<file path="src/rtl/sram_a_column_reader_pkg.sv">
// Shared definitions for the matrix SRAM readers/writers: FSM state encoding
// and SRAM write-enable levels (wen is active-low).
package sram_a_column_reader_pkg;

    typedef enum logic [2:0] {
        ST_IDLE,
        ST_FETCH,
        ST_DRAIN,
        ST_EMIT,
        ST_DONE
    } state_t;

    localparam logic WEN_READ  = 1'b1;
    localparam logic WEN_WRITE = 1'b0;

endpackage

</file>
<file path="src/rtl/sram_a_column_reader.sv">
// Streams an N x N row-major matrix out of a single-port SRAM one column at a
// time, presenting each column as an N-element vector on a valid/ready port.
module sram_a_column_reader
    import sram_a_column_reader_pkg::*;
#(
    parameter int DATA_W = 8,
    parameter int ADDR_W = 11,
    parameter int N      = 4
) (
    input  logic                  clk,
    input  logic                  rst_n,
    input  logic                  start,
    input  logic [ADDR_W-1:0]     base_addr,
    output logic                  busy,
    output logic                  done,
    output logic                  sram_en,
    output logic                  sram_wen,
    output logic [ADDR_W-1:0]     sram_addr,
    input  logic [DATA_W-1:0]     sram_q,
    output logic                  out_valid,
    input  logic                  out_ready,
    output logic [N*DATA_W-1:0]   out_data
);

    localparam int CW = (N > 1) ? $clog2(N) : 1;

    state_t            state;
    logic [ADDR_W-1:0] base_q;
    logic [CW-1:0]     col;
    logic [CW-1:0]     fetch_row;
    logic [CW-1:0]     cap_row;
    logic              rd_pend;
    logic              last_cap;

    // Element address of A[row][col]; wraps modulo 2^ADDR_W.
    function automatic logic [ADDR_W-1:0] elem_addr(
        input logic [ADDR_W-1:0] base,
        input logic [CW-1:0]     row,
        input logic [CW-1:0]     c
    );
        return base + (ADDR_W'(row) * ADDR_W'(N)) + ADDR_W'(c);
    endfunction

    assign sram_wen = WEN_READ;
    assign last_cap = rd_pend && (cap_row == CW'(N-1));

    always_ff @(posedge clk or negedge rst_n) begin
        if (!rst_n) begin
            state     <= ST_IDLE;
            busy      <= 1'b0;
            done      <= 1'b0;
            sram_en   <= 1'b0;
            sram_addr <= '0;
            out_valid <= 1'b0;
            out_data  <= '0;
            base_q    <= '0;
            col       <= '0;
            fetch_row <= '0;
            cap_row   <= '0;
            rd_pend   <= 1'b0;
        end else begin
            // Read data returns one edge after the SRAM samples the address.
            rd_pend <= sram_en;

            case (state)
                ST_IDLE: begin
                    done    <= 1'b0;
                    sram_en <= 1'b0;
                    if (start) begin
                        base_q    <= base_addr;
                        col       <= '0;
                        busy      <= 1'b1;
                        sram_en   <= 1'b1;
                        sram_addr <= elem_addr(base_addr, '0, '0);
                        fetch_row <= CW'(1);
                        state     <= ST_FETCH;
                    end
                end
                ST_FETCH: begin
                    sram_en   <= 1'b1;
                    sram_addr <= elem_addr(base_q, fetch_row, col);
                    if (fetch_row == CW'(N-1)) begin
                        state <= ST_DRAIN;
                    end else begin
                        fetch_row <= fetch_row + 1'b1;
                    end
                end
                ST_DRAIN: begin
                    sram_en <= 1'b0;
                    if (last_cap) begin
                        out_valid <= 1'b1;
                        state     <= ST_EMIT;
                    end
                end
                ST_EMIT: begin
                    sram_en <= 1'b0;
                    if (out_ready) begin
                        out_valid <= 1'b0;
                        if (col == CW'(N-1)) begin
                            done  <= 1'b1;
                            busy  <= 1'b0;
                            state <= ST_DONE;
                        end else begin
                            // Next column starts fetching on the handshake edge.
                            col       <= col + 1'b1;
                            sram_en   <= 1'b1;
                            sram_addr <= elem_addr(base_q, '0, col + 1'b1);
                            fetch_row <= CW'(1);
                            state     <= ST_FETCH;
                        end
                    end
                end
                ST_DONE: begin
                    done    <= 1'b0;
                    sram_en <= 1'b0;
                    state   <= ST_IDLE;
                end
                default: begin
                    state <= ST_IDLE;
                end
            endcase

            if (rd_pend) begin
                out_data[DATA_W*cap_row +: DATA_W] <= sram_q;
                cap_row <= (cap_row == CW'(N-1)) ? '0 : cap_row + 1'b1;
            end
        end
    end

endmodule

</file>
<file path="config.mk">
export PLATFORM = sky130hd
export DESIGN_NAME = sram_a_column_reader
export DESIGN_NICKNAME = d
export VERILOG_FILES = /design/src/rtl/sram_a_column_reader_pkg.sv /design/src/rtl/sram_a_column_reader.sv
export SDC_FILE = /design/constraint.sdc
export NUM_CORES = 1
export LEC_CHECK = 0
export CAP_MARGIN = 5
export CORE_AREA = 3 3 95 97
export CTS_CLUSTER_DIAMETER = 120
export DETAILED_ROUTE_END_ITERATION = 8
export DIE_AREA = 0 0 98 100
export GPL_TIMING_DRIVEN = 0
export PLACE_DENSITY = 0.69
export SETUP_SLACK_MARGIN = 0.15
export SYNTH_ARGS = -nofsm -noshare
export SYNTH_HDL_FRONTEND = slang
export SYNTH_SLANG_ARGS = --single-unit
</file>
<file path="constraint.sdc">
create_clock -name clk -period 2.01 [get_ports clk]
set_input_delay 0.603 -clock clk [delete_from_list [all_inputs] [get_ports clk]]
set_output_delay 0.603 -clock clk [all_outputs]
set_load 0.05 [all_outputs]
</file>
After elaboration in Yosys (flattened, before gate mapping)
Index checks and enable logic that the tools add are counted.
{"block": "totals", "wordCells": 87, "romBits": 0, "mem_bits_rw": 0, "out_inout_bits": 48, "latch_bits": 0, "input_bits": 23, "memories": 0, "ff_bits": 68}
{"block": "op_classes", "n_addsub": 7, "n_bitwise": 0, "n_lt_le_gt_ge": 0, "muxes": 35, "shifts": 2, "n_reduce_logical": 17, "n_div": 0, "n_eq_ne": 14, "mul": 0}
{"op": "$neg A5 Y34", "n": 1}
{"op": "$shift A8 B34 Y32 const A", "n": 1}
{"op": "$shiftx A8 B34 Y32", "n": 1}
{"op": "$mux W11", "n": 3}
{"op": "$pmux W11 S3", "n": 1}
{"op": "$bwmux W32", "n": 1}
{"op": "$add A11 B2 Y11", "n": 2}
{"op": "$mux W2", "n": 8}
{"op": "$reduce_and A4 Y1", "n": 4}
{"op": "$mux W3", "n": 5}
{"op": "$ne A2 B2 Y1 const B", "n": 7}
{"op": "$pmux W3 S4", "n": 1}
{"op": "$add A11 B4 Y11", "n": 1}
{"op": "$mux W1", "n": 10}
{"op": "$add A2 B1 Y2 const B", "n": 3}
{"op": "$eq A2 B2 Y1 const B", "n": 3}
{"op": "$eq A3 B2 Y1 const B", "n": 2}
{"op": "$pmux W1 S2", "n": 3}
{"op": "$pmux W2 S3", "n": 1}
{"op": "$reduce_and A3 Y1", "n": 2}
{"op": "$reduce_bool A2 Y1", "n": 3}
{"op": "$reduce_and A5 Y1", "n": 1}
{"op": "$pmux W1 S4", "n": 1}
{"op": "$pmux W2 S2", "n": 1}
{"op": "8 further kinds", "n": 9}

Logic depth before layout (Yosys ltp)
Gate-level depths: netlist (run 1).
{"block": "depth", "word_depth": 5, "mapped_depth": 9, "ltp_nobuf": 9}

Worst setup path after synthesis (run 1)
Ideal clock, no wire load.
{"block": "synth_timing", "kind": "reg-to-reg", "start": "reg col[1]", "end": "reg sram_addr[4]", "synth_period_minus_slack_ns": 2.225, "arrival_time_ns": 2.159, "stages_incl_launch_ff": 9, "path_slack_ns": -0.215, "path_buffers": 0, "required_ns": 1.943, "path_cell_list": "dfrtp_1 ha_1 inv_1 fa_1 nand3b_1 and2_1 or3_1 a31oi_1 mux2_2"}
{"block": "synth_between", "elab_chain_len": 5}
{"element": "from (decl)", "line": "sram_a_column_reader.sv:29", "text": "logic [CW-1:0] col;"}
{"element": "from (signal assigned)", "line": "sram_a_column_reader.sv:105", "text": "col <= col + 1'b1;"}
{"element": "$add A2 B1 Y2", "line": "sram_a_column_reader.sv:107", "text": "sram_addr <= elem_addr(base_q, '0, col + 1'b1);"}
{"element": "$add A11 B2 Y11", "line": "sram_a_column_reader.sv:41", "text": "return base + (ADDR_W'(row) * ADDR_W'(N)) + ADDR_W'(c);"}
{"element": "$mux W11", "line": "sram_a_column_reader.sv:99", "text": "if (col == CW'(N-1)) begin"}
{"element": "$mux W11", "line": "sram_a_column_reader.sv:97", "text": "if (out_ready) begin"}
{"element": "$pmux W11 S3", "line": "sram_a_column_reader.sv:65", "text": "case (state)"}
{"element": "to (signal assigned)", "line": "sram_a_column_reader.sv:74", "text": "sram_addr <= elem_addr(base_addr, '0, '0);"}
{"element": "to (signal assigned)", "line": "sram_a_column_reader.sv:81", "text": "sram_addr <= elem_addr(base_q, fetch_row, col);"}
{"element": "to (signal assigned)", "line": "sram_a_column_reader.sv:107"}
{"element": "to (decl)", "line": "sram_a_column_reader.sv:18", "text": "output logic [ADDR_W-1:0] sram_addr,"}
Parallel ways exist; a longest one is shown, timed or not. The select of a mux whose other input is x is not followed.
A chain may end at the register's enable or synchronous reset.

Final worst setup path (run 1)
{"block": "layout_timing", "start": "reg col[0]", "end": "reg sram_addr[4]"}
Same word-level chain as after synthesis.

==> results of run 1 <==
-- metrics by stage --
stage	worst slack [ns]	cell area (µm²)	hold slack [ns]
finish	-0.218	4660	0.364
global route	-0.289	4660	0.429
CTS	-0.194	4640	0.397
detailed placement	-0.342	4270	0.404
global placement	-2.19	4270	0.404
floorplan	-0.0672	3450	0.307
-- flip-flops by register name, summed over array words and instances, names as in the netlist --
register and count:
base_q 11, fetch_row 2, out_data 32, sram_addr 11, col 2, done 1
out_valid 1, busy 1, sram_en 1, rd_pend 1, state 3, cap_row 2
-- critical path, stage by stage (launching register included) --
cell      delay, ns
dfrtp_2        0.45
ha_4           0.28
inv_2          0.04
fa_2           0.35
nand3b_1       0.19
and2_4         0.20
or3_4          0.33
a31oi_1        0.18
mux2_4         0.16
-- final cells by class --
class / count / area (µm²) / share of cell area
plain buffers: 11 / 81.3 / 0.0175
clock buffers: 9 / 124 / 0.0266
clock inverters: 7 / 76.3 / 0.0164
inverters: 12 / 47.5 / 0.0102
multi-input cells: 210 / 1770 / 0.380
flip-flops and latches: 68 / 1710 / 0.366
well taps: 105 / 131 / 0.0282
repair buffers: 88 / 723 / 0.155
-- metal layers --
| layer | wire length, µm | vias up |
|---|---|---|
| li1 | - | 1301 |
| met1 | 3860 | 1382 |
| met2 | 4370 | 103 |
| met3 | 550 | 15 |
| met4 | 143 | 0 |
| met5 | 0 | - |
-- power groups by stage --
stage	sequential [mW]	combinational [mW]	clock (mW)
after CTS	2.38	4.75	1.17
final	2.41	4.93	1.16
after global routing	2.48	5.31	1.23
after floorplan	3.43	2.18	0
after detailed placement	2.40	4.56	0
after global placement	2.38	4.48	0
-- how the worst max path moves through the flow --
stage | from | end | slack [ns] | depth (start not counted)
6_report | col[0]$_DFFE_PN0P_ | sram_addr[4]$_DFFE_PN0P_ | -0.22 | 8
5_1_grt | col[0]$_DFFE_PN0P_ | sram_addr[4]$_DFFE_PN0P_ | -0.29 | 8
4_1_cts | col[0]$_DFFE_PN0P_ | sram_addr[4]$_DFFE_PN0P_ | -0.19 | 8
3_3_place_gp | rst_n | col[1]$_DFFE_PN0P_ | -2.19 | 1
3_5_place_dp | start | base_q[6]$_DFFE_PN0P_ | -0.34 | 5
2_1_floorplan | col[1]$_DFFE_PN0P_ | sram_addr[4]$_DFFE_PN0P_ | -0.07 | 8
-- synthesized netlist by cell type, drive strengths merged --
master / instances
a211oi: 4
a21o: 3
a21oi: 12
a221oi: 5
a22o: 33
a22oi: 2
a2bb2oi: 2
a31oi: 4
and2: 2
buf: 9
clkbuf: 2
conb: 1
dfrtp: 68
fa: 2
ha: 14
inv: 12
mux2: 12
nand2: 21
nand2b: 3
nand3: 3
nand3b: 2
nand4: 6
nor2: 28
nor2b: 2
nor3: 7
nor3b: 1
nor4: 1
nor4b: 3
o21ai: 19
o21bai: 2
o22ai: 1
o311a: 1
or3: 1
or3b: 1
xnor2: 6
xor2: 6
-- cell families after synthesis --
family,Yosys count
buffers and inverters,23
flip-flops,68
adder cells (fa/ha/maj),16
XOR/XNOR,12
other,1
AO/OA/AOI/OAI,88
AND/OR/NAND/NOR,81
multiplexers,12
-- what timing repair did --
action                     CTS  global route
resized for setup           92            65
buffers inserted            13             6
pin swaps                   16            21
setup endpoints to repair   91            93
==> results.sh, run 1 <==
export IMPL_die_x_um=98
export IMPL_synthCells=301
export IMPL_grt_max_degree=69
export IMPL_track_usage=0.185
export IMPL_mostFrequentLayoutCells="dfrtp_1, a22o_1, clkbuf_2"
export IMPL_layout_nets=439
export IMPL_core_area_mm2=0.00822
export IMPL_synth_net_count=340
export IMPL_ctsHoldBuffers=0
export IMPL_clkSlewWorstSetupHoldPaths_ns=0.08
export IMPL_r2r_end="sram_addr[4]$_DFFE_PN0P_"
export IMPL_synthXorXnorAreaFrac=0.0308
export IMPL_synth_mux_area_frac=0.0396
export IMPL_synthSimpleGateAreaFrac=0.134
export IMPL_worstSetupPathType="reg -> reg"
export IMPL_slew_viol_final=0
export IMPL_finClkSkew_ns=0.00996
export IMPL_area_growth_pct=36.5
export IMPL_fin_tns_setup_ns=-0.686
export IMPL_cts_tree="yes"
export IMPL_start_util=0.415
export IMPL_switching_share=0.488
export IMPL_vias=2801
export IMPL_timing_fmax_mhz=449
export IMPL_nFillCells=684
export IMPL_grt_busiest_layer="met2"
export IMPL_synth_top_family_by_area="compound AO/OA/AOI/OAI gates"
export IMPL_relSlewSlack=0.434
export IMPL_min_period_over_period=1.11
export IMPL_pin_count=71
export IMPL_p_int_mw=4.35
export IMPL_antenna_found_initial=0
export IMPL_power_density_mw_per_mm2=1820
export IMPL_wl_per_cell_um=17.5
export IMPL_yosysWarnings=0
export IMPL_gp_congestion=0.847
export IMPL_dp_cells=475
export IMPL_ys_seq_area_frac=0.499
export IMPL_die_y_um=100
export IMPL_reg2reg_setup_slack_ns=-0.22
export IMPL_portBuffers=69
export IMPL_status="finished, violations left"
export IMPL_use_met2=0.313
export IMPL_ys_types=48
export IMPL_fin_ws_ns=-0.218
export IMPL_h_tree_depth=3
export IMPL_hold_viol=0
export IMPL_p_comb_frac=0.580
export IMPL_routed_wl_mm=8.92
export IMPL_switchingPower_mw=4.15
export IMPL_antennaDiodeCount=0
export IMPL_cp_arrival_ns=2.53
export IMPL_fp_row_count=33
export IMPL_synth_compound_area_frac=0.198
export IMPL_violations="setup timing"
export IMPL_rsz0062_at_grt="true"
export IMPL_layout_drive_gt1_share=0.321
export IMPL_synth_top_cell_by_area="dfrtp_1"
export IMPL_cts_inserted_buffers=9
export IMPL_critical_path_required_ns=2.31
export IMPL_dr_pass1_iters=4
export IMPL_avgSynthCellArea_um2=11.3
export IMPL_pwr_share_clk=0.137
export IMPL_clockBufferDepth=2
export IMPL_synthAdderAreaFrac=0.0631
export IMPL_worst_pin_slew_ns=0.849
export IMPL_drv_cap=0
export IMPL_finalPower_mw=8.50
export IMPL_cts_sinks=68
export IMPL_dp_hpwl_mm=6.12
export IMPL_postRouteAntennaNets=0
export IMPL_first_iter_violations=90
export IMPL_clock_latency_ns=0.36
export IMPL_dieArea_mm2=0.00980
export IMPL_cts_root_buf="clkbuf_8"
export IMPL_mostFrequentLayoutCell="dfrtp_1"
export IMPL_gr_total_overflow=0
export IMPL_final_util=0.567
export IMPL_synth_top_area_frac=0.499
export IMPL_critPathCaptureType="register"
export IMPL_reg2reg_from="col[0]$_DFFE_PN0P_"
export IMPL_cp_max_fo=4
export IMPL_via_per_inst=5.49
export IMPL_use_met1=0.233
export IMPL_ys_ff_latch=68
export IMPL_grt_pass1_vias=2839
export IMPL_grt_use_met3=0.0466
export IMPL_hold_class="in -> async"
export IMPL_netlist_area_mm2=0.00341
export IMPL_grt_first_pass_wirelength_mm=14.5
export IMPL_seqPwrFrac=0.284
export IMPL_fin_cells=510
export IMPL_synth_area_top_cells="dfrtp_1, a22o_1, ha_1"
export IMPL_drc_errors=0
export IMPL_finalCriticalPeriod_ns=2.23
export IMPL_p_leak_nw=2.10
export IMPL_critPathLaunchType="register"
export IMPL_irDropWorstVdd_mv=0.871
export IMPL_r2r_worst_path_cells=8
export IMPL_finalSetupViolations=7
Note: power is estimated with default switching activity, not from simulation.
==> run 2, diff against run 1 <==
--- a/config.mk
+++ b/config.mk
@@ -7,7 +7,7 @@
 export LEC_CHECK = 0
 export CAP_MARGIN = 5
 export CORE_AREA = 3 3 95 97
-export CTS_CLUSTER_DIAMETER = 120
+export CTS_CLUSTER_DIAMETER = 100
 export DETAILED_ROUTE_END_ITERATION = 8
 export DIE_AREA = 0 0 98 100
 export GPL_TIMING_DRIVEN = 0
==> results of run 2 <==
No change in the layout: final DEF, timing and power equal those of run 1.
==> run 3, diff against run 2 <==
--- a/config.mk
+++ b/config.mk
@@ -5,11 +5,12 @@
 export SDC_FILE = /design/constraint.sdc
 export NUM_CORES = 1
 export LEC_CHECK = 0
+export ABC_AREA = 1
 export CAP_MARGIN = 5
-export CORE_AREA = 3 3 95 97
+export CORE_AREA = 3 3 97 99
 export CTS_CLUSTER_DIAMETER = 100
 export DETAILED_ROUTE_END_ITERATION = 8
-export DIE_AREA = 0 0 98 100
+export DIE_AREA = 0 0 100 102
 export GPL_TIMING_DRIVEN = 0
 export PLACE_DENSITY = 0.69
 export SETUP_SLACK_MARGIN = 0.15
==> results.sh, run 3 <==
export IMPL_wl_met2_mm=4.82
export IMPL_reg2reg_setup_slack_ns=0.05
export IMPL_antenna_found_initial=0
export IMPL_final_util=0.536
export IMPL_synth_commonest_cells="nand2_1, dfrtp_1, inv_1"
export IMPL_ys_ff_latch=68
export IMPL_synth_top_family_by_area="simple AND/OR/NAND/NOR gates"
export IMPL_mostFrequentLayoutCell="nand2_1"
export IMPL_r2r_worst_path_cells=11
export IMPL_critical_path_required_ns=2.26
export IMPL_synth_area_top_cells="dfrtp_1, nand2_1, o21ai_0"
export IMPL_pin_count=71
export IMPL_clockBufferDepth=2
export IMPL_dr_pass1_iters=6
export IMPL_cts_sinks=68
export IMPL_postRouteAntennaNets=0
export IMPL_yosysWarnings=0
export IMPL_first_iter_violations=139
export IMPL_synth_top_area_frac=0.473
export IMPL_cp_max_fo=3
export IMPL_grt_pass1_vias=3481
export IMPL_track_usage=0.209
export IMPL_slew_viol_final=0
export IMPL_timing_fmax_mhz=510
export IMPL_finClkSkew_ns=0.0143
export IMPL_fin_cells=660
export IMPL_whs_ns=0.367
export IMPL_vias=3345
export IMPL_synthSimpleGateAreaFrac=0.255
export IMPL_route_met3_wl_um=622
export IMPL_slowest_stage="dfrtp_1"
export IMPL_gp_congestion=0.904
export IMPL_ctsHoldBuffers=0
export IMPL_worstSetupPathType="reg -> reg"
export IMPL_multi_input_comb_area_mm2=0.00171
export IMPL_dp_cells=640
export IMPL_clkSlewWorstSetupHoldPaths_ns=0.09
export IMPL_grt_first_pass_wirelength_mm=16.6
export IMPL_min_period_over_period=0.975
export IMPL_status="complete, no violations"
export IMPL_synth_most_common_cell="nand2_1"
export IMPL_die_x_um=100
export IMPL_synth_edf_count=0
export IMPL_p_leak_nw=2.27
export IMPL_synth_mux_area_frac=0.00313
export IMPL_cp_arrival_ns=2.21
export IMPL_ys_types=28
export IMPL_irDropWorstVdd_mv=0.857
export IMPL_synthCells=463
export IMPL_hold_class="in -> async"
export IMPL_wl_met1_mm=4.30
export IMPL_cts_root_buf="clkbuf_8"
export IMPL_worst_path_largest_cell_delay_ns=0.44
export IMPL_layout_drive_gt1_share=0.174
export IMPL_fin_ws_ns=0.0508
export IMPL_reg2reg_from="col[0]$_DFFE_PN0P_"
export IMPL_portBuffers=69
export IMPL_path_common_cell="nand2_1"
export IMPL_avgSynthCellArea_um2=7.77
export IMPL_netlist_area_mm2=0.00360
export IMPL_top_register="out_data"
export IMPL_power_density_mw_per_mm2=1860
export IMPL_drc_errors=0
export IMPL_seq_area_mm2=0.00170
export IMPL_ys_flop_type="dfrtp_1"
export IMPL_largest_register_ffs=32
export IMPL_critPathLaunchType="register"
export IMPL_start_util=0.417
export IMPL_mostFrequentLayoutCells="nand2_1, dfrtp_1, inv_1"
export IMPL_synth_top_cell_by_area="dfrtp_1"
export IMPL_synth_net_count=502
export IMPL_core_area_mm2=0.00864
export IMPL_r2r_end="sram_addr[6]$_DFFE_PN0P_"
export IMPL_maxUsedRoutingLayer="met4"
export IMPL_synthXorXnorAreaFrac=0
export IMPL_reg_largest_list="out_data (32), base_q (11), sram_addr (11)"
export IMPL_antennaDiodeCount=0
export IMPL_crit_chain="ha_4 -> inv_2 -> fa_2 -> inv_4 -> nand3_4 -> nor2_4 -> a21oi_2 -> a21oi_1 -> o21ai_1 -> nand2_1 -> nand2_1"
export IMPL_cts_tree="yes"
export IMPL_area_growth_pct=28.7
export IMPL_finalCriticalPeriod_ns=1.96
export IMPL_rsz0062_at_grt="true"
export IMPL_via_per_inst=5.07
export IMPL_synthArstFlopShare=1.00
export IMPL_wl_per_cell_um=15.0
export IMPL_clock_latency_ns=0.35
export IMPL_hold_viol=0
export IMPL_fin_tns_setup_ns=0
export IMPL_post_place_ws_ns=-0.231
export IMPL_dp_hpwl_mm=7.15
export IMPL_routed_wl_mm=9.92
export IMPL_grt_max_degree=69
export IMPL_nFillCells=835
export IMPL_dieArea_mm2=0.0102
export IMPL_synth_compound_area_frac=0.127
export IMPL_cts_inserted_buffers=9
export IMPL_ys_seq_area_frac=0.473
export IMPL_finalSetupViolations=0
export IMPL_gr_total_overflow=0
export IMPL_fp_row_count=34
export IMPL_die_y_um=102
export IMPL_worst_pin_slew_ns=0.854
export IMPL_h_tree_depth=3
export IMPL_relSlewSlack=0.431
export IMPL_synthAdderAreaFrac=0.0598
export IMPL_critPathCaptureType="register"
export IMPL_drv_cap=0
export IMPL_layout_nets=586
## run 3: cell types whose count changed after synthesis, moves of 8 or more
cell     change
o31ai_1      +8
nand2_1    +119
inv_1       +43
o21ai_0     +37
nand3_1     +42
mux2_2      -11
a22o_1      -33
## run 3: repair_timing
item | 4_1_cts | 5_1_grt
resized for setup | 94 | 62
endpoints found under the setup margin | 64 | 60
pin swaps | 1 | 8
setup buffers | 2 | 2
## run 3: cell families (layout without fill, tap and decap cells)
| family | after synthesis | after routing |
|---|---|---|
| AOI/OAI and AO/OA | 85 | 85 |
| muxes | 1 | 1 |
| and+or+nand+nor | 221 | 221 |
| adders and majority gates | 16 | 16 |
| other | 1 | 1 |
| DFF | 68 | 68 |
| buffers and inverters | 71 | 160 |
## run 3: critical path, delay by kind of cell (launching register included)
kind / cells / cell delay [ns]
AO/OA/AOI/OAI: 3 / 0.28
adder cells (fa/ha/maj): 2 / 0.68
buffers and inverters: 2 / 0.13
flip-flops: 1 / 0.44
AND/OR/NAND/NOR: 4 / 0.34
## run 3: how the worst max path moves through the flow
stage                  startpoint                  endpoint  slack [ns]  cells after the start
2_1_floorplan  col[1]$_DFFE_PN0P_  sram_addr[6]$_DFFE_PN0P_        0.16                     11
3_3_place_gp                rst_n   out_data[8]$_DFFE_PN0P_       -1.95                      1
3_5_place_dp   col[0]$_DFFE_PN0P_  sram_addr[6]$_DFFE_PN0P_       -0.23                     12
4_1_cts        col[0]$_DFFE_PN0P_  sram_addr[6]$_DFFE_PN0P_        0.02                     11
5_1_grt        col[0]$_DFFE_PN0P_  sram_addr[6]$_DFFE_PN0P_       -0.06                     12
6_report       col[0]$_DFFE_PN0P_  sram_addr[6]$_DFFE_PN0P_        0.05                     11
## run 3: through the flow
step	power (mW)	cell area, µm²
3_5_place_dp	7.47	4440
4_1_cts	8.59	4680
3_3_place_gp	7.37	4440
5_1_grt	9.35	4630
6_report	8.62	4630
2_1_floorplan	5.83	3610
## run 3: final cells by class
class,count,area share
Buffer,12,0.0154
Clock buffer,10,0.0297
Multi-Input combinational cell,324,0.370
Inverter,59,0.0489
Timing Repair Buffer,73,0.124
Tap cell,108,0.0292
Sequential cell,68,0.368
Clock inverter,6,0.0154
## run 3: metal layers
| layer | vias to the layer above | global-route usage |
|---|---|---|
| met5 | - | 0 |
| met4 | 0 | 0.0632 |
| met3 | 19 | 0.0601 |
| met2 | 97 | 0.356 |
| met1 | 1568 | 0.257 |
| li1 | 1661 | - |
## run 3: report_power, final
group          total (mW)  switching, mW  internal (mW)
logic                5.00           3.51           1.49
clock network        1.19          0.574          0.617
registers            2.42          0.482           1.94
